==> src/rtl/reservation_station.sv <==
// Reservation station: buffers issued instructions, snoops the CDB for missing operands
// and hands the oldest fully ready entry to its functional unit.
module reservation_station #(
  parameter int DEPTH    = 4,
  parameter int TAG_W    = 4,
  parameter int TAG_BASE = 1,
  parameter int OP_W     = 4
) (
  input  logic                       CLK,
  input  logic                       RST,
  input  logic                       issue_valid,
  output logic                       issue_ready,
  input  logic [OP_W-1:0]            issue_op,
  input  logic [31:0]                issue_vj,
  input  logic [31:0]                issue_vk,
  input  logic [TAG_W-1:0]           issue_qj,
  input  logic [TAG_W-1:0]           issue_qk,
  output logic [TAG_W-1:0]           issue_tag,
  input  logic [TAG_W-1:0]           cdb_tag,
  input  logic [31:0]                cdb_data,
  output logic                       disp_valid,
  input  logic                       disp_ready,
  output logic [OP_W-1:0]            disp_op,
  output logic [31:0]                disp_a,
  output logic [31:0]                disp_b,
  output logic [TAG_W-1:0]           disp_tag,
  output logic [$clog2(DEPTH):0]     busy_count
);

  localparam int IDX_W = $clog2(DEPTH);
  localparam int CNT_W = $clog2(DEPTH) + 1;

  logic [DEPTH-1:0] r_valid;
  logic [OP_W-1:0]  r_op    [DEPTH];
  logic [31:0]      r_vj    [DEPTH];
  logic [31:0]      r_vk    [DEPTH];
  logic [TAG_W-1:0] r_qj    [DEPTH];
  logic [TAG_W-1:0] r_qk    [DEPTH];
  logic [DEPTH-1:0] r_older [DEPTH];   // r_older[i][j]: entry i is older than entry j

  logic [DEPTH-1:0] w_ready;
  logic [DEPTH-1:0] w_sel;
  logic [DEPTH-1:0] w_col   [DEPTH];
  logic [DEPTH-1:0] w_alloc;
  logic [DEPTH-1:0] w_clr;
  logic [DEPTH-1:0] w_older_nxt [DEPTH];
  logic [IDX_W-1:0] w_free_idx;
  logic             w_free_found;
  logic             w_issue_fire;
  logic             w_disp_fire;

  always_comb begin
    for (int i = 0; i < DEPTH; i++) begin
      w_ready[i] = r_valid[i] && (r_qj[i] == '0) && (r_qk[i] == '0);
      for (int j = 0; j < DEPTH; j++) begin
        w_col[i][j] = r_older[j][i];
      end
    end
  end

  // An entry is selected when no other ready entry is older than it.
  always_comb begin
    for (int i = 0; i < DEPTH; i++) begin
      w_sel[i] = w_ready[i] && ((w_ready & w_col[i]) == '0);
    end
  end

  always_comb begin
    disp_valid = |w_ready;
    disp_op    = '0;
    disp_a     = '0;
    disp_b     = '0;
    disp_tag   = '0;
    for (int i = 0; i < DEPTH; i++) begin
      if (w_sel[i]) begin
        disp_op  = disp_op  | r_op[i];
        disp_a   = disp_a   | r_vj[i];
        disp_b   = disp_b   | r_vk[i];
        disp_tag = disp_tag | TAG_W'(TAG_BASE + i);
      end
    end
  end

  always_comb begin
    w_free_idx   = '0;
    w_free_found = 1'b0;
    w_alloc      = '0;
    for (int i = 0; i < DEPTH; i++) begin
      if (!r_valid[i] && !w_free_found) begin
        w_free_idx   = IDX_W'(i);
        w_free_found = 1'b1;
      end
    end
    issue_ready  = w_free_found;
    issue_tag    = w_free_found ? (TAG_W'(TAG_BASE) + TAG_W'(w_free_idx)) : '0;
    w_issue_fire = issue_valid && issue_ready;
    w_disp_fire  = disp_valid && disp_ready;
    for (int i = 0; i < DEPTH; i++) begin
      w_alloc[i] = w_issue_fire && (w_free_idx == IDX_W'(i));
    end
    w_clr = w_disp_fire ? w_sel : '0;
  end

  always_comb begin
    busy_count = '0;
    for (int i = 0; i < DEPTH; i++) begin
      busy_count = busy_count + CNT_W'(r_valid[i]);
    end
  end

  // The new entry is younger than every entry that survives this edge.
  always_comb begin
    for (int i = 0; i < DEPTH; i++) begin
      for (int j = 0; j < DEPTH; j++) begin
        if (w_clr[i] || w_clr[j] || w_alloc[i]) begin
          w_older_nxt[i][j] = 1'b0;
        end else if (w_alloc[j]) begin
          w_older_nxt[i][j] = r_valid[i];
        end else begin
          w_older_nxt[i][j] = r_older[i][j];
        end
      end
    end
  end

  always_ff @(posedge CLK or posedge RST) begin
    if (RST) begin
      r_valid <= '0;
      for (int i = 0; i < DEPTH; i++) begin
        r_op[i]    <= '0;
        r_vj[i]    <= '0;
        r_vk[i]    <= '0;
        r_qj[i]    <= '0;
        r_qk[i]    <= '0;
        r_older[i] <= '0;
      end
    end else begin
      for (int i = 0; i < DEPTH; i++) begin
        r_older[i] <= w_older_nxt[i];
        if (w_alloc[i]) begin
          r_valid[i] <= 1'b1;
          r_op[i]    <= issue_op;
          if (issue_qj != '0 && issue_qj == cdb_tag) begin
            r_vj[i] <= cdb_data;
            r_qj[i] <= '0;
          end else begin
            r_vj[i] <= issue_vj;
            r_qj[i] <= issue_qj;
          end
          if (issue_qk != '0 && issue_qk == cdb_tag) begin
            r_vk[i] <= cdb_data;
            r_qk[i] <= '0;
          end else begin
            r_vk[i] <= issue_vk;
            r_qk[i] <= issue_qk;
          end
        end else begin
          if (w_clr[i]) begin
            r_valid[i] <= 1'b0;
          end
          if (r_valid[i] && r_qj[i] != '0 && r_qj[i] == cdb_tag) begin
            r_vj[i] <= cdb_data;
            r_qj[i] <= '0;
          end
          if (r_valid[i] && r_qk[i] != '0 && r_qk[i] == cdb_tag) begin
            r_vk[i] <= cdb_data;
            r_qk[i] <= '0;
          end
        end
      end
    end
  end

endmodule

==> config.mk <==
export PLATFORM = sky130hd
export DESIGN_NAME = reservation_station
export DESIGN_NICKNAME = d
export VERILOG_FILES = /design/src/rtl/reservation_station.sv
export SDC_FILE = /design/constraint.sdc
export NUM_CORES = 1
export LEC_CHECK = 0
export CAP_MARGIN = 20
export CORE_ASPECT_RATIO = 0.5
export CORE_MARGIN = 8
export CORE_UTILIZATION = 50
export CTS_CLUSTER_SIZE = 30
export DETAILED_ROUTE_END_ITERATION = 6
export PLACE_DENSITY = 0.73
export SLEW_MARGIN = 30
export SYNTH_ARGS = -nofsm -noshare
export SYNTH_HDL_FRONTEND = slang
export SYNTH_SLANG_ARGS = --single-unit
export TNS_END_PERCENT = 5
==> constraint.sdc <==
create_clock -name CLK -period 16.09 [get_ports CLK]
set_input_delay 3.218 -clock CLK [delete_from_list [all_inputs] [get_ports CLK]]
set_output_delay 3.218 -clock CLK [all_outputs]
set_load 0.02 [all_outputs]
# Word level (Yosys, flattened, before mapping)

Index checks and enable logic that the tools add are counted.

Bitwise gates (word level): 13
Reduce and logical (&&, ||, !) cells: 118
$add $sub $neg: 4
Equal/unequal tests: 13
Mux-type cells: 101

Operators with widths:

| kind                                                                  | number |
|---|---|
| 32-bit 2-to-1 mux                                                     | 26 |
| 32-bit OR                                                             | 6 |
| 4-bit 2-to-1 mux                                                      | 23 |
| 2-bit nonzero test                                                    | 28 |
| 4-bit logical NOT                                                     | 12 |
| 1-bit 2-to-1 mux                                                      | 46 |
| 4-bit equality test                                                   | 10 |
| 4-bit nonzero test                                                    | 10 |
| 1-bit logical AND                                                     | 39 |
| 1-bit logical OR                                                      | 22 |
| 4-bit bitwise AND                                                     | 4 |
| 4-bit OR                                                              | 3 |
| 2-bit 2-to-1 mux                                                      | 4 |
| 3-bit 2-to-1 mux                                                      | 2 |
| 1-bit logical NOT                                                     | 5 |
| 2-bit equality test, second input constant                            | 2 |
| 4-bit OR reduction                                                    | 1 |
| 1-bit by 2-bit adder with 3-bit output, first input constant          | 1 |
| 2-bit by 1-bit adder with 3-bit output                                | 1 |
| 3-bit by 1-bit adder with 3-bit output                                | 1 |
| 1-bit by 1-bit adder with 2-bit output                                | 1 |
| 2-bit by 1-bit equality test with 1-bit output, second input constant | 1 |
| 2-bit logical NOT                                                     | 1 |

Bits of input ports: 116
Logic and storage cells: 289
Bits in registers: 324
Output and inout bits: 81

# Depth between registers and ports, before layout

Depth after elaboration: 13
Depth in mapped cells: 9
Mapped depth without buffers: 7

# Worst setup path after synthesis

Ideal clock, no wire load.

Path type: reg2out
Start point: register r_qk[12] (netlist name)
End point: output disp_a[15]
Stages on the path, launching flop included: 10
Arrival time: 2.359 ns
Slack: 10.513 ns
Required time: 12.872 ns
Buffers on the path: 3
Cell sequence: dfrtp_1 -> or4_4 -> or3_1 -> buf_2 -> o2111ai_4 -> inv_2 -> buf_4 -> buf_6 -> a22oi_1 -> nand2_1

Longest elaborated chain between the ends: 12
Elaborated cells on any way between the ends: 21
Those cells by class: 4 x mux; 7 x bitwise; 10 x reduce/logical

RTL lines:

| element                         | RTL line | RTL |
|---|---|---|
| start, declared                 | 38       | `logic [TAG_W-1:0] r_qk [DEPTH];` |
| start signal, assigned by index | 155      | `r_qk[i] <= issue_qk;` |
| 4-bit logical NOT *             | 54       | `w_ready[i] = r_valid[i] && (r_qj[i] == '0) && (r_qk[i] == '0);` |
| 1-bit logical AND *             | 54       |  |
| 4-bit bitwise AND               | 64       | `w_sel[i] = w_ready[i] && ((w_ready & w_col[i]) == '0);` |
| 4-bit logical NOT               | 64       |  |
| 1-bit logical AND               | 64       |  |
| 32-bit 2-to-1 mux               | 75       | `if (w_sel[i]) begin` |
| 32-bit OR                       | 77       | `disp_a = disp_a \| r_vj[i];` |
| 32-bit 2-to-1 mux               | 75       |  |
| 32-bit OR                       | 77       |  |
| 32-bit 2-to-1 mux               | 75       |  |
| 32-bit OR                       | 77       |  |
| 32-bit 2-to-1 mux *             | 75       |  |
| end, declared                   | 24       | `output logic [31:0] disp_a,` |

Every way passes the cells marked *; elsewhere a longest branch is shown, timed or not.

# Worst setup path after layout

Start point: register r_valid[3]
End point: output disp_b[19]

Longest elaborated chain between the ends: 12
Elaborated cells on any way between the ends: 21
Those cells by class: 4 x mux; 7 x bitwise; 10 x reduce/logical

RTL lines:

| element                           | RTL line | RTL |
|---|---|---|
| start, declared                   | 33       | `logic [DEPTH-1:0] r_valid;` |
| start signal, assigned            | 128      | `r_valid <= '0;` |
| start signal, assigned by index   | 141      | `r_valid[i] <= 1'b1;` |
| start signal, assigned by index   | 159      | `r_valid[i] <= 1'b0;` |
| 1-bit logical AND * (2 in series) | 54       |  |
| 4-bit bitwise AND                 | 64       |  |
| 4-bit logical NOT                 | 64       |  |
| 1-bit logical AND                 | 64       |  |
| 32-bit 2-to-1 mux                 | 75       |  |
| 32-bit OR                         | 78       | `disp_b = disp_b \| r_vk[i];` |
| 32-bit 2-to-1 mux                 | 75       |  |
| 32-bit OR                         | 78       |  |
| 32-bit 2-to-1 mux                 | 75       |  |
| 32-bit OR                         | 78       |  |
| 32-bit 2-to-1 mux *               | 75       |  |
| end, declared                     | 25       | `output logic [31:0] disp_b,` |

Marks and branches as above.

==> run metrics <==
sort of element at the start of the critical path=register; post-synthesis instance area=16300 um^2; type of destination of the critical path=output pin; Pleak=8.412 nW; layout overhead on the synthesized area=20.51%; number of input and output port buffers inserted=about 190; launch point of the worst hold path=r_op[9]$_DFFE_PP0P_; Post-route DRC=5; first-pass iteration count of the detailed router=7; mean number of vias per cell=6.895; wire length per cell=26.92 um; clock network latency to the later pin of the worst-skew pair=0.58 ns; Die Area=38980 um^2; effective utilization at floorplan=0.5111; count of nets after finishing=1862; number of buffers inserted during clock tree synthesis=29; top achievable clock speed=0.1307 GHz; io pins=about 200; Gate Count Post-Synth=about 1600; number of register bits inferred by synthesis=324; vias post-DR=15120; hold endpoint=r_op[9]$_DFFE_PP0P_; Final Cycle Share=0.4755; RSZ-0062 raised after global routing=no; Final HPWL DP=35.23 mm; worst endpoint data arrival time=approximately 4.4 ns; antenna-violating nets left=0; DIE HEIGHT=~140 um; number of clock sinks=324; vias in the first global route=15547; setup TNS=0 ns; biggest fanout along the worst timing path=69; core area=31890 um^2; CP required=12.87 ns; final setup slack of the worst path=around 8.4 ns; x dimension of the die=271.3 um; hold bufs inserted after CTS=0; FF-to-FF setup slack=11.96 ns; FILL cells=2641; max-slew violation count=0; multi-input logic area=7243 um^2; standard-cell row count=46; # setup viols final=0; hold depth=2; maximum level of the CTS H-tree=1; initial drt markers=2083; number of antenna violations at the first check in global routing=2; CTS tree=built; Overflow after GRT=0; clock input transition at the sequential cells of the worst setup and hold paths=~0.07 ns; ys async rst share=1.000; GR Util All Layers=0.2889; kind of critical path=reg2out; setup fix buffers added after clock tree synthesis=0; Longest Clk Path Bufs=3; Max rail drop VDD=between 0.1 and 0.15 mV; Worst Setup Slack post-DPL=9.135 ns; area occupied by registers=8108 um^2; Fin. Hold Viols=0; outcome=finished with violations; actual slew at the worst max-slew pin=~1.1 ns; clock root cell=clkbuf_16; worst relative slew slack=0.2752; weighted congestion at the end of routability-driven global placement=0.8789; number of enable-type register cells in the synthesized netlist=0; clock period minus worst slack=7.651 ns; Fin Clk Skew=0.02322 ns; Reg2Reg Launch Point=r_valid[1]$_DFFE_PP0P_; R2R cell count=9; most instantiated flip-flop cell in the synthesis netlist=dfrtp_1; reg-to-reg endpoint=r_vk[31]$_DFFE_PP0P_; max_cap viols=0; post_cts resized=0; commonest cells after routing, fill and taps aside=dfrtp_1, clkdlybuf4s50_1, nand2_1, inv_1, a22oi_1; most common cell after layout, fill and taps aside=dfrtp_1; failing checks=design-rule violations; count of distinct cell types in the synthesized netlist=52; PD cells=225.3 nW/um^2; first-pass GRT wire length=89.23 mm; share of cells above drive strength 1=0.07898; maximum number of pins on one net before global-route repair=128; average footprint of a synthesized cell=about 10 um^2; Post-Route WL=59.03 mm; worst min-delay path category=reg2reg; number of warnings reported in the yosys synthesis log=0; part of the Yosys area used for sequential elements=0.4975
[synth_stat cells (17+ instances only)]
master      n  area, um^2
a22oi_1   136        1021
a21o_1     34       255.2
o32a_1     96       960.9
a221oi_1   32       280.3
a222oi_1   32       320.3
o221a_2    32       360.4
nand2_1   186       698.2
a22o_1     32       280.3
nand4_1    17       106.4
a21oi_1    62       310.3
xnor2_1    27       236.5
nor3_1     57       285.3
buf_2      17       85.08
nor2_1     24       90.09
dfrtp_1   324        8108
inv_1     140       525.5
clkbuf_1  111       416.7
o22ai_1    64       400.4
o21a_1     99       743.2
[kinds of logic after synthesis]
family | after synthesis | share of synthesized area
AOI/OAI and AO/OA | 641 | 0.3147
xor gates and xnor gates | 31 | 0.01666
adders and majority gates | 6 | 0.005067
buffers and inverters | 284 | 0.06879
DFF | 324 | 0.4975
muxes | 9 | 0.005988
other | 1 | 0.0002301
and+or+nand+nor | 330 | 0.09106
[sequential cells by signal, indices dropped and copies added (netlist names)]
register  cells
r_older      16
r_op         16
r_qj         16
r_qk         16
r_valid       4
r_vj        128
r_vk        128
[metrics by stage]
step           hold WS [ns]  total power, mW  cell area [um^2]  instances  utilization
6_report             0.4775            4.425             19640       2193       0.6160
5_1_grt              0.5055            4.632             19640       2193       0.6160
4_1_cts              0.4812            4.401             19630       2192       0.6157
3_5_place_dp         0.4638            3.702             18710       2141       0.5867
3_3_place_gp         0.4593            3.595             18580       2136       0.5826
2_1_floorplan        0.4461            2.803             16300       1627            -
[per-layer routing]
metal | vias to the layer above | global-route usage | wire (um)
li1 | 6351 | - | -
met1 | 7639 | 0.3626 | 23000
met2 | 962 | 0.4895 | 28670
met3 | 168 | 0.05805 | 5447
met4 | 0 | 0.1181 | 1905
met5 | - | 0 | 0
[worst max-delay path: stages (launching register included)]
cell	delay [ns]
dfrtp_1	0.54
nor3b_1	0.50
nor4b_1	0.54
o2111ai_4	0.25
inv_2	0.10
buf_4	0.80
a22oi_1	0.25
nand2_1	0.18
clkdlybuf4s50_1	0.63
[where the power goes]
part | total, mW | switching (mW) | internal, mW
logic | 2.28 | 1.26 | 1.02
clock network | 0.701 | 0.316 | 0.384
registers | 1.45 | 0.247 | 1.20
total | 4.42 | 1.82 | 2.60
[area by class of cell]
type,count,area share
multi-input combinational,1019,0.3688
antenna,1,0.0001274
tap,432,0.02752
clock inverter,6,0.002994
clock buffer,45,0.04408
sequential,324,0.4128
inverter,141,0.02758
timing repair buffer,225,0.1161
[worst max path at each step]
stage / startpoint / end / slack (ns) / depth (start not counted)
after floorplan: RST / r_older[0]$_DFFE_PP0P_ / 3.90 / 1
final: r_valid[3]$_DFFE_PP0P_ / disp_b[19] / 8.44 / 8
after global placement: r_valid[3]$_DFFE_PP0P_ / disp_a[30] / 9.31 / 8
after CTS: r_valid[3]$_DFFE_PP0P_ / disp_a[30] / 8.52 / 8
after detailed placement: r_valid[3]$_DFFE_PP0P_ / disp_a[30] / 9.13 / 8
after global routing: r_valid[3]$_DFFE_PP0P_ / disp_b[19] / 8.32 / 8
Note: power is estimated with default switching activity, not from simulation.
